## src/rtl/branch_ctrl.sv

```systemverilog
// branch_ctrl: branch resolution stage feeding the program counter.
//
// Holds the registered ALU flags {N,C,Z}, a loadable table of relative
// branch offsets (2**LW entries of TW+1 bits) and a run/halt FSM. Each
// cycle it tells the PC whether to take a relative jump, by how much, and
// in which direction. Done is high while the program is halted.
//
// Ports:
//   Clk, Reset                - clock, synchronous active-high reset
//   Start                     - program (re)start request
//   Going                     - PC is ticking; qualifies the instruction
//   BrOp[2:0]                 - decoded branch op
//   LutIdx[LW-1:0]            - offset-table index of the instruction
//   FlagWrEn, AluZero/Neg/Carry - flag latch strobe and ALU flags
//   LutWrEn, LutWrAddr, LutWrData - table write port ({dir, magnitude})
//   BranchRelEn, Target, Forward  - relative-jump request to the PC
//   Flags[2:0]                - registered {N,C,Z}
//   Done                      - high while HALTED
//   TakenCount[15:0]          - saturating taken-branch count (optional)
//
// Optional feature: define BRANCH_STATS_EN to add TakenCount.
//
// state   | meaning
// --------+-----------------------------------------------
// IDLE    | waiting for the PC to start ticking
// RUN     | program executing, branches evaluated
// HALTED  | HALT retired, Done high until Start

module branch_ctrl #(
  parameter int LW = 4,
  parameter int TW = 8
) (
  input  logic          Clk,
  input  logic          Reset,
  input  logic          Start,
  input  logic          Going,
  input  logic [2:0]    BrOp,
  input  logic [LW-1:0] LutIdx,
  input  logic          FlagWrEn,
  input  logic          AluZero,
  input  logic          AluNeg,
  input  logic          AluCarry,
  input  logic          LutWrEn,
  input  logic [LW-1:0] LutWrAddr,
  input  logic [TW:0]   LutWrData,
  output logic          BranchRelEn,
  output logic [TW-1:0] Target,
  output logic          Forward,
  output logic [2:0]    Flags,
  output logic          Done
`ifdef BRANCH_STATS_EN
  ,
  output logic [15:0]   TakenCount
`endif
);

  localparam int DEPTH = 1 << LW;

  localparam logic [2:0] OP_ALWAYS = 3'b001;
  localparam logic [2:0] OP_BEQ    = 3'b010;
  localparam logic [2:0] OP_BNE    = 3'b011;
  localparam logic [2:0] OP_BLT    = 3'b100;
  localparam logic [2:0] OP_BCS    = 3'b101;
  localparam logic [2:0] OP_HALT   = 3'b110;

  typedef enum logic [1:0] {
    S_IDLE   = 2'd0,
    S_RUN    = 2'd1,
    S_HALTED = 2'd2
  } state_t;

  state_t      state_q, state_d;
  logic [2:0]  flags_q;   // {N,C,Z}
  logic        done_q;
  logic [TW:0] lut_q [DEPTH];
  logic [TW:0] entry;
  logic        cond;

  always_comb begin
    state_d = state_q;
    case (state_q)
      S_IDLE:   if (Going) state_d = S_RUN;
      S_RUN: begin
        // restart wins over a HALT in the same cycle
        if (Start)                         state_d = S_IDLE;
        else if (Going && BrOp == OP_HALT) state_d = S_HALTED;
      end
      S_HALTED: if (Start) state_d = S_IDLE;
      default:  state_d = S_IDLE;
    endcase
  end

  always_ff @(posedge Clk) begin
    if (Reset) begin
      state_q <= S_IDLE;
      flags_q <= '0;
      done_q  <= 1'b0;
      for (int i = 0; i < DEPTH; i++) lut_q[i] <= '0;
    end else begin
      state_q <= state_d;
      done_q  <= (state_d == S_HALTED);
      if (Start)
        flags_q <= '0;
      else if (FlagWrEn && state_q == S_RUN)
        flags_q <= {AluNeg, AluCarry, AluZero};
      if (LutWrEn) lut_q[LutWrAddr] <= LutWrData;
    end
  end

  // Read uses the registered table and flags, so same-cycle writes are
  // seen one cycle later.
  assign entry   = lut_q[LutIdx];
  assign Target  = entry[TW-1:0];
  assign Forward = entry[TW];

  always_comb begin
    cond = 1'b0;
    case (BrOp)
      OP_ALWAYS: cond = 1'b1;
      OP_BEQ:    cond = flags_q[0];
      OP_BNE:    cond = ~flags_q[0];
      OP_BLT:    cond = flags_q[2];
      OP_BCS:    cond = flags_q[1];
      default:   cond = 1'b0;
    endcase
  end

  // A zero-magnitude jump is dropped so the PC falls through instead of
  // spinning on the same instruction.
  assign BranchRelEn = (state_q == S_RUN) && Going && cond && (entry[TW-1:0] != '0);
  assign Flags       = flags_q;
  assign Done        = done_q;

`ifdef BRANCH_STATS_EN
  logic [15:0] taken_cnt_q;

  always_ff @(posedge Clk) begin
    if (Reset || Start)
      taken_cnt_q <= '0;
    else if (BranchRelEn && taken_cnt_q != 16'hFFFF)
      taken_cnt_q <= taken_cnt_q + 16'd1;
  end

  assign TakenCount = taken_cnt_q;
`endif

endmodule

```

## config.mk

```make
export PLATFORM = sky130hd
export DESIGN_NAME = branch_ctrl
export DESIGN_NICKNAME = d
export VERILOG_FILES = /design/src/rtl/branch_ctrl.sv
export SDC_FILE = /design/constraint.sdc
export NUM_CORES = 1
export LEC_CHECK = 0
export CAP_MARGIN = 30
export CORE_ASPECT_RATIO = 1.2
export CORE_MARGIN = 4
export CORE_UTILIZATION = 40
export DETAILED_ROUTE_END_ITERATION = 10
export HOLD_SLACK_MARGIN = 0.1
export SYNTH_ARGS = -nofsm -noshare
export SYNTH_HDL_FRONTEND = slang
export SYNTH_SLANG_ARGS = --single-unit
```

## constraint.sdc

```tcl
create_clock -name Clk -period 2.6 [get_ports Clk]
set_clock_uncertainty 0.1 [all_clocks]
set_input_delay 0.52 -clock Clk [delete_from_list [all_inputs] [get_ports Clk]]
set_output_delay 0.52 -clock Clk [all_outputs]
set_load 0.01 [all_outputs]
```

==> results.sh, run 1 <==
export IMPL_status="finished, violations left"
export IMPL_violations="setup timing"
export IMPL_synth_top_area_share_pct=62.5
export IMPL_pin_count=43
export IMPL_cts_tree="done"
export IMPL_r2r_start="state_q[0]$_SDFF_PP0_"
export IMPL_fmax_mhz=350
export IMPL_setup_slack_ns=-0.260
export IMPL_drc=0
export IMPL_worstHoldPathType="register to register"
export IMPL_die_w_um=128
export IMPL_power_mw=5.91
export IMPL_final_core_util_pct=51.7
export IMPL_routed_wl_mm=17.5
export IMPL_power_density_nw_per_um2=675
export IMPL_syn_nets=481
export IMPL_crit_path_frequent_cell="buf_12"
export IMPL_synth_area_per_cell_um2=15.3
export IMPL_synthTopCellsByArea="edfxtp_1 63%, and2_1 13%, mux4_2 7.5%"
export IMPL_worstSetupStartpointType="input pin"
export IMPL_wl_per_cell_um=22.4
export IMPL_min_period_over_period_pct=110
export IMPL_place_hpwl_mm=11.6
export IMPL_cp_max_fo=8
export IMPL_power_leakage_nw=3.17
export IMPL_initialDrtViolationCount=350
export IMPL_setup_viol=6
export IMPL_holdWs_ns=0.364
export IMPL_finalHoldViolCount=0
export IMPL_synth_compound_area_share_pct=2.24
export IMPL_syn_inst=452
export IMPL_cp_startpoint="LutIdx[0]"
export IMPL_muxShareOfSynthArea_pct=13.4
export IMPL_ir_drop_mv=0.462
export IMPL_ctsHoldBuffers=0
export IMPL_syn_to_final_growth_pct=26.4
export IMPL_dp_slack_ns=-0.947
export IMPL_tightest_slew_ns=0.647
export IMPL_antennaDiodeCount=0
export IMPL_critPathTopFamily="multiplexers"
export IMPL_holdPathEnd="state_q[0]$_SDFF_PP0_"
export IMPL_fp_dieH_um=152
export IMPL_slowest_delay_ns=0.56
export IMPL_synth_cell_types=28
export IMPL_ff2ff_setup_slack_ns=1.33
export IMPL_final_area_um2=8740
export IMPL_dpl_cell_area_um2=7870
export IMPL_grt_max_degree=24
export IMPL_worstSkewPairLatency_ns=0.41
export IMPL_crit_type="input pin to primary output"
export IMPL_placed_cells=733
export IMPL_timing_rr_end="Flags[2]$_SDFFE_PP0P_"
export IMPL_grt_util_all_layers_pct=18.4
export IMPL_synthAdderAreaFrac_pct=0
export IMPL_cts_root_buffer="clkbuf_16"
export IMPL_rsz0062_at_grt="true"
export IMPL_synth_seq_area_share_pct=64.3
export IMPL_nets=581
export IMPL_critPathBufInv=4
export IMPL_final_cell_count_no_fill=781
export IMPL_vias_per_cell=5.26
export IMPL_place_gp_congestion=0.945
export IMPL_synth_xor_area_share_pct=0
export IMPL_fp_row_count=52
export IMPL_cp_arrival_ns=2.24
export IMPL_yosysTopAreaCell="edfxtp_1"
export IMPL_cts_sinks=150
export IMPL_maxCapViolCount=0
export IMPL_max_slew_margin_rel_pct=56.8
export IMPL_dieArea_um2=19500
export IMPL_cts_made_buffers=17
export IMPL_synth_top_family_by_area="simple AND/OR/NAND/NOR gates"
export IMPL_cts_max_level=4
export IMPL_cts_buffer_depth=2
export IMPL_grt_pass1_vias=4418
export IMPL_min_delay_start="state_q[1]$_SDFF_PP0_"
export IMPL_postRouteAntennaNets=0
export IMPL_finalSetupTns_ns=-0.478
export IMPL_syn_area_um2=6920
export IMPL_endpoint_kind="primary output"
export IMPL_grt_ovfl_total=0
export IMPL_start_util_pct=40.9
export IMPL_antenna_found_initial=0
export IMPL_core_um2=16900
export IMPL_maxSlewViolCount=0
export IMPL_grt_pass1_wl_mm=26.0
export IMPL_path_clk_slew_ns=0.06
export IMPL_synth_ff_latch_count=150
export IMPL_whs_path_depth=1
export IMPL_drt_pass1_iterations=5
export IMPL_critPathSlowestCell="mux4_2"
export IMPL_required_ns=1.98
export IMPL_io_buffers=42
export IMPL_min_period_ns=2.86
export IMPL_yosys_area_share_simple_pct=18.3
export IMPL_synth_warnings=0
export IMPL_r2r_cells=4
export IMPL_routed_via_count=4109
export IMPL_drive_gt1_share_pct=32.0
export IMPL_crit_chain="buf_12, buf_12, buf_16, mux4_2, a22oi_2, nand2_2, nor4_4, a21oi_2, buf_2"
-- layout by cell type, fill, tap and decap left out, types with 4 or more instances in the layout --
cell type        count
and2_1             144
edfxtp_1           144
buf_4               45
mux4_2              36
clkdlybuf4s50_1     28
buf_6               18
clkbuf_16           17
or2_2               16
a22oi_2             14
nor2_1              14
nor3_1              11
nand2_2              8
nand2_1              7
dfxtp_1              6
buf_12               6
nor2b_1              4
mux2i_1              4
-- per-layer routing --
metal	track usage (%)	vias up	wire length (um)
met4	5.26	0	264
li1	-	1882	-
met3	3.65	18	1200
met1	22.6	2062	6650
met5	0	-	0
met2	32.9	147	9370
-- Yosys cell counts, drive strengths merged --
cell and n:
edfxtp 144, o2111ai 1, buf 7, dfxtp 6, inv 1, o22ai 1
and2 145, a21oi 4, nand2 15, nor3 11, nand3b 1, mux2i 4
nand3 1, or2 16, nor2 15, nor2b 5, nor4 2, clkbuf 16
nand2b 3, mux4 37, a22oi 16, or3 1
-- worst max-delay path by stage --
| stage | to | slack (ns) | cells past startpoint |
|---|---|---|---|
| floorplan | BranchRelEn | 0.005 | 7 |
| global placement | BranchRelEn | -0.95 | 8 |
| detailed placement | BranchRelEn | -0.95 | 8 |
| CTS | BranchRelEn | -0.28 | 9 |
| global route | BranchRelEn | -0.35 | 9 |
| finish | BranchRelEn | -0.26 | 9 |
-- area by class of cell --
class	instances	area (um^2)
fillers	1450	8170
flip-flops and latches	150	4440
multi-input cells	278	2410
repair buffers	104	1030
clock buffers	19	433
well taps	216	270
clock inverters	13	154
inverters	1	3.75
-- what timing repair did --
item	CTS	global route
pin swaps	19	8
setup buffers	17	2
gates resized for setup	96	17
gates cloned	2	0
endpoints found under the setup margin	10	10
-- sequential cells by signal, indices dropped and copies added, names as in the netlist --
signal / flops
Done: 1
Flags: 3
state_q: 2
lut_q: 144
-- where the power goes --
part / leakage, nW / internal [mW] / switching [mW]
clock: 0.285 / 1.51 / 0.956
sequential: 1.42 / 2.78 / 0.0442
combinational: 1.46 / 0.311 / 0.310
-- cell families after synthesis --
group | Yosys count
muxes | 41
buffers and inverters | 24
and+or+nand+nor | 215
AOI/OAI and AO/OA | 22
DFF | 150
(Power assumes the default switching activity.)
==> run 2: changes to the inputs <==
Settings changed: CAP_MARGIN 30 to 15.
==> results of run 2 <==
Same layout as run 1: the final DEF is identical, and so are final timing and power.
==> run 3: changes to the inputs <==
Settings changed: DONT_BUFFER_PORTS set to 1.
==> run 3 against run 2 <==
The run still ends with setup timing left; worst hold slack got worse by 0.17 ns; final area fell by 8.4%; combinational power fell by 35%; wire length fell by 8.1%; flip-flop and latch count did not move; cell count fell by 9.3%; count of clock-buffer cells in the layout fell by 1; critical endpoint unchanged.
==> results.sh, run 3 (synthesis gave the netlist of run 1 again) <==
export IMPL_critPathTopFamily="multiplexers"
export IMPL_max_slew_margin_rel_pct=66.7
export IMPL_cp_arrival_ns=2.03
export IMPL_cts_tree="done"
export IMPL_critPathSlowestCell="mux4_2"
export IMPL_power_density_nw_per_um2=719
export IMPL_antennaDiodeCount=0
export IMPL_required_ns=1.98
export IMPL_dpl_cell_area_um2=7280
export IMPL_largest_reg_flops=144
export IMPL_place_hpwl_mm=10.7
export IMPL_maxCapViolCount=0
export IMPL_routed_wl_mm=16.1
export IMPL_dieArea_um2=19500
export IMPL_largest_register="lut_q"
export IMPL_grt_pass1_wl_mm=24.4
export IMPL_crit_chain="mux4_2, a22oi_2, nand2_2, nor4_4, a21oi_2"
export IMPL_drc=0
export IMPL_critPathBufInv=0
export IMPL_fp_row_count=52
export IMPL_status="finished, violations left"
export IMPL_power_leakage_nw=2.81
export IMPL_grt_pass1_vias=4004
export IMPL_drt_pass1_iterations=5
export IMPL_place_gp_congestion=0.779
export IMPL_initialDrtViolationCount=306
export IMPL_grt_ovfl_total=0
export IMPL_wl_met1_mm=6.76
export IMPL_rsz0062_at_grt="true"
export IMPL_holdWs_ns=0.190
export IMPL_cts_sinks=150
export IMPL_grt_util_all_layers_pct=17.2
export IMPL_wl_met3_mm=1.24
export IMPL_postRouteAntennaNets=0
export IMPL_ir_drop_mv=0.484
export IMPL_setup_viol=1
export IMPL_cts_max_level=4
export IMPL_dp_slack_ns=0.0503
export IMPL_die_w_um=128
export IMPL_dr_max_layer_used="met4"
export IMPL_setup_slack_ns=-0.0512
export IMPL_final_cell_mix="145 x and2_1, 144 x edfxtp_1, 34 x mux4_2"
export IMPL_maxSlewViolCount=0
export IMPL_cts_made_buffers=17
export IMPL_tightest_slew_ns=0.499
export IMPL_drive_gt1_share_pct=27.4
export IMPL_pin_count=43
export IMPL_finalHoldViolCount=0
export IMPL_min_period_ns=2.65
export IMPL_nets=509
export IMPL_path_clk_slew_ns=0.06
export IMPL_crit_type="register to primary output"
export IMPL_endpoint_kind="primary output"
export IMPL_cts_root_buffer="clkbuf_16"
export IMPL_layout_commonest_cell="and2_1"
export IMPL_routed_via_count=3774
export IMPL_fp_dieH_um=152
export IMPL_fill_cells=1461
export IMPL_min_period_over_period_pct=102
export IMPL_worstHoldPathType="input pin to register"
export IMPL_fmax_mhz=377
export IMPL_slowest_delay_ns=0.54
export IMPL_cp_max_fo=2
export IMPL_syn_to_final_growth_pct=15.8
export IMPL_worstSetupStartpointType="register"
export IMPL_vias_per_cell=5.33
export IMPL_io_buffers=0
export IMPL_dr_wl_met2_mm=7.76
export IMPL_start_util_pct=40.9
export IMPL_violations="setup timing"
export IMPL_wl_per_cell_um=22.7
export IMPL_antenna_found_initial=0
export IMPL_final_area_um2=8010
export IMPL_cts_buffer_depth=2
export IMPL_core_um2=16900
export IMPL_grt_max_degree=37
export IMPL_worstSkewPairLatency_ns=0.41
[run 3: cell types whose count changed in the layout (fill, tap and decap cells not counted), moves of 3 or more]
cell,before,now
buf_2,3,0
buf_6,18,2
inv_6,3,0
clkinv_1,3,0
dlygate4sd3_1,0,3
clkdlybuf4s50_1,28,0
buf_12,6,0
buf_4,45,27
clkinv_4,1,4
[run 3: final timing paths]
path / startpoint / endpoint / slack [ns] / cells after the start
hold reg to reg: state_q[1]$_SDFF_PP0_ / state_q[0]$_SDFF_PP0_ / 0.35 / 1
setup / recovery: lut_q[15][3]$_SDFFCE_PN0P_ / BranchRelEn / -0.05 / 5
setup reg to reg: state_q[0]$_SDFF_PP0_ / Flags[2]$_SDFFE_PP0P_ / 0.85 / 5
hold / removal: LutWrData[6] / lut_q[9][6]$_SDFFCE_PN0P_ / 0.19 / 1
[run 3: through the flow]
step	setup TNS [ns]	power, mW	std cells	util (%)
final	-0.0512	5.76	708	47.4
after global routing	-0.144	5.93	708	47.4
after global placement	0	3.21	673	43.0
after floorplan	0	3.13	452	-
after detailed placement	0	3.22	673	43.0
after CTS	-0.0985	5.77	707	47.2
[run 3: final cells by class]
| class | count | area (um^2) | share of cell area, % |
|---|---|---|---|
| tap | 216 | 270 | 3.37 |
| sequential | 150 | 4440 | 55.5 |
| inverter | 1 | 3.75 | 0.0469 |
| timing repair buffer | 32 | 255 | 3.19 |
| multi-input combinational | 278 | 2420 | 30.3 |
| clock inverter | 13 | 183 | 2.28 |
| clock buffer | 18 | 429 | 5.36 |
[run 3: power breakdown]
part           leakage [nW]  switching [mW]  total, mW  internal, mW
combinational          1.09           0.207      0.403         0.196
sequential             1.42          0.0381       2.82          2.78
clock                 0.299           0.942       2.54          1.60
total                  2.81            1.19       5.76          4.57
[run 3: per-layer routing]
metal / global-route usage (%) / vias up
met4: 6.12 / 0
met5: 0 / -
met1: 22.6 / 1905
met2: 26.9 / 117
met3: 5.58 / 19
li1: - / 1733
[run 3: timing repair]
item                       CTS  global route
resized for setup           19            19
buffers inserted             0             1
hold endpoints to repair     6             0
hold buffers                 3             0
pin swaps                    8            11
setup endpoints to repair    2             2
==> edit, RTL diff (config.mk and constraints of run 3) <==
`LW`: 4 -> 3.
--- a/src/rtl/branch_ctrl.sv
+++ b/src/rtl/branch_ctrl.sv
@@ -27,7 +27,7 @@
 // HALTED  | HALT retired, Done high until Start
 
 module branch_ctrl #(
-  parameter int LW = 4,
+  parameter int LW = 3,
   parameter int TW = 8
 ) (
   input  logic          Clk,
Interface: changed (resized LutIdx and LutWrAddr); port bits go from 43 to 41. The function was not compared with the original's and may differ.
==> edit against run 3 <==
- final cell count decreased by 48%
- sequential cell count fell by 72
- design area shrank 49%
- synthesized area down 47%
- largest cell class unchanged
- combinational power fell by 48%
- highest routed layer unchanged
- routed wire length is 50% lower
- synthesized cell count decreased by 49%
- total power is 51% lower
- maximum frequency rose by 2.7%
- global-route usage is 1.2 points lower
- worst setup slack improved by 71 ps
==> edit: results (changes against run 3) <==
INFO  critical_path  critical_path.reg2reg.startpoint=state_q[1] [was state_q[0]]
INFO  cts            htree_num_levels=3 [was 4]
INFO  critical_path  crit_arrival=1960ps [was 2030 ps]
INFO  global_routing grt_pass1_wl=12060um [was 24430 um]
INFO  worst_hold_path worst_hold_startpoint=Start [was LutWrData[6]]
INFO  detailed_routing routed_wl=8096um [was 16070 um]
INFO  placement      detailed_place_hpwl=5298um [was 10660 um]
INFO  synth          synth_edf_count=72 [was 144]
INFO  pwr            leakagePower=1.471nW [was 2.809 nW]
INFO  layout         share_of_layout_cells_above_drive_strength_1=0.2240 [was 0.2744]
INFO  layout         largest_reg_flops=72 [was 144]
INFO  timing         final_period_minus_worst_setup_slack=2581ps [was 2651 ps]
INFO  cts            path_clk_slew=90ps [was 60 ps]
INFO  detailed_routing dr_total_vias=1965 [was 3774]
INFO  synth          synthTopCellsByCount=72 x sky130_fd_sc_hd__and2_1, 72 x sky130_fd_sc_hd__edfxtp_1, 14 x sky130_fd_sc_hd__mux4_1 [was 145 x sky130_fd_sc_hd__and2_1, 144 x sky130_fd_sc_hd__edfxtp_1, 23 x sky130_fd_sc_hd__mux4_2]
INFO  cts            clock_buffer_count_from_cts=9 [was 17]
INFO  cts            clock_insertion_delay_worst_skew=340ps [was 410 ps]
INFO  global_routing globalRouteMet2Util=0.2433 [was 0.2691]
INFO  layout         final_nets=272 [was 509]
INFO  outcome        status=completed [was complete, but fails checks]
INFO  synth          synthesis.nets=256 [was 481]
INFO  placement      finalWeightedCongestion=0.7282 [was 0.7788]
INFO  detailed_routing drt_iter0_markers=132 [was 306]
INFO  critical_path  reg2reg_slack=1380ps [was 850 ps]
INFO  global_routing met3_usage=0.04388 [was 0.05583]
INFO  placement      place_worst_setup_slack=158.2ps [was 50.27 ps]
INFO  critical_path  setup.worst_path.start=lut_q[4][3] [was lut_q[15][3]]
INFO  synth          yosysSeqAreaShare=0.6236 [was 0.6427]
INFO  detailed_routing first_pass_iters=4 [was 5]
## edit: critical path, stage by stage (launching register included)
cell	delay [ps]
sky130_fd_sc_hd__edfxtp_1	400
sky130_fd_sc_hd__mux4_2	470
sky130_fd_sc_hd__mux2_4	330
sky130_fd_sc_hd__nor4_4	280
sky130_fd_sc_hd__a21oi_2	130
## edit: worst min-delay path by stage
stage                            end  slack, ps
final                           Done        130
after global routing      state_q[1]        120
after CTS                       Done        120
after detailed placement  state_q[0]        330
after global placement    state_q[0]        310
after floorplan           state_q[0]        310
## edit: cell type report
class | instances | area [um2]
fillers | 758 | 4649
clock inverters | 6 | 133.9
multi-input cells | 145 | 1328
clock buffers | 10 | 127.6
flip-flops and latches | 78 | 2282
well taps | 117 | 146.4
repair buffers | 11 | 82.58
## edit: per-layer routing
layer / part of all wire / wire length, um
met4: 0.020 / 162
met1: 0.44 / 3522
met5: 0 / 0
met3: 0.076 / 612
met2: 0.47 / 3799
## edit: repair_timing
item / CTS / global route
setup endpoints to repair: 1 / 1
pin swaps: 1 / 1
resized for setup: 8 / 2
hold buffers: 0 / 0
## edit: cells by family after synthesis
kind of cell	after synthesis	share of synthesized area
AND/OR/NAND/NOR	109	0.1832
flip-flops	78	0.6236
multiplexers	31	0.1658
buffers and inverters	6	0.01846
AO/OA/AOI/OAI	5	0.008889
## edit: per-stage QoR
| stage | area, um2 | power, mW | std cells | hold WS, ps |
|---|---|---|---|---|
| after global routing | 4100 | 2.933 | 367 | 122.2 |
| after CTS | 4108 | 2.861 | 367 | 123.5 |
| after detailed placement | 3821 | 1.688 | 351 | 328.4 |
| after floorplan | 3660 | 1.640 | 229 | 309.0 |
| after global placement | 3821 | 1.682 | 351 | 310.3 |
| final | 4100 | 2.849 | 367 | 133.7 |
## edit: where the power goes
part	total (mW)	switching, mW	internal (mW)	leakage, nW
logic	0.211	0.106	0.105	0.602
clock network	1.18	0.441	0.735	0.130
registers	1.46	0.0205	1.44	0.739
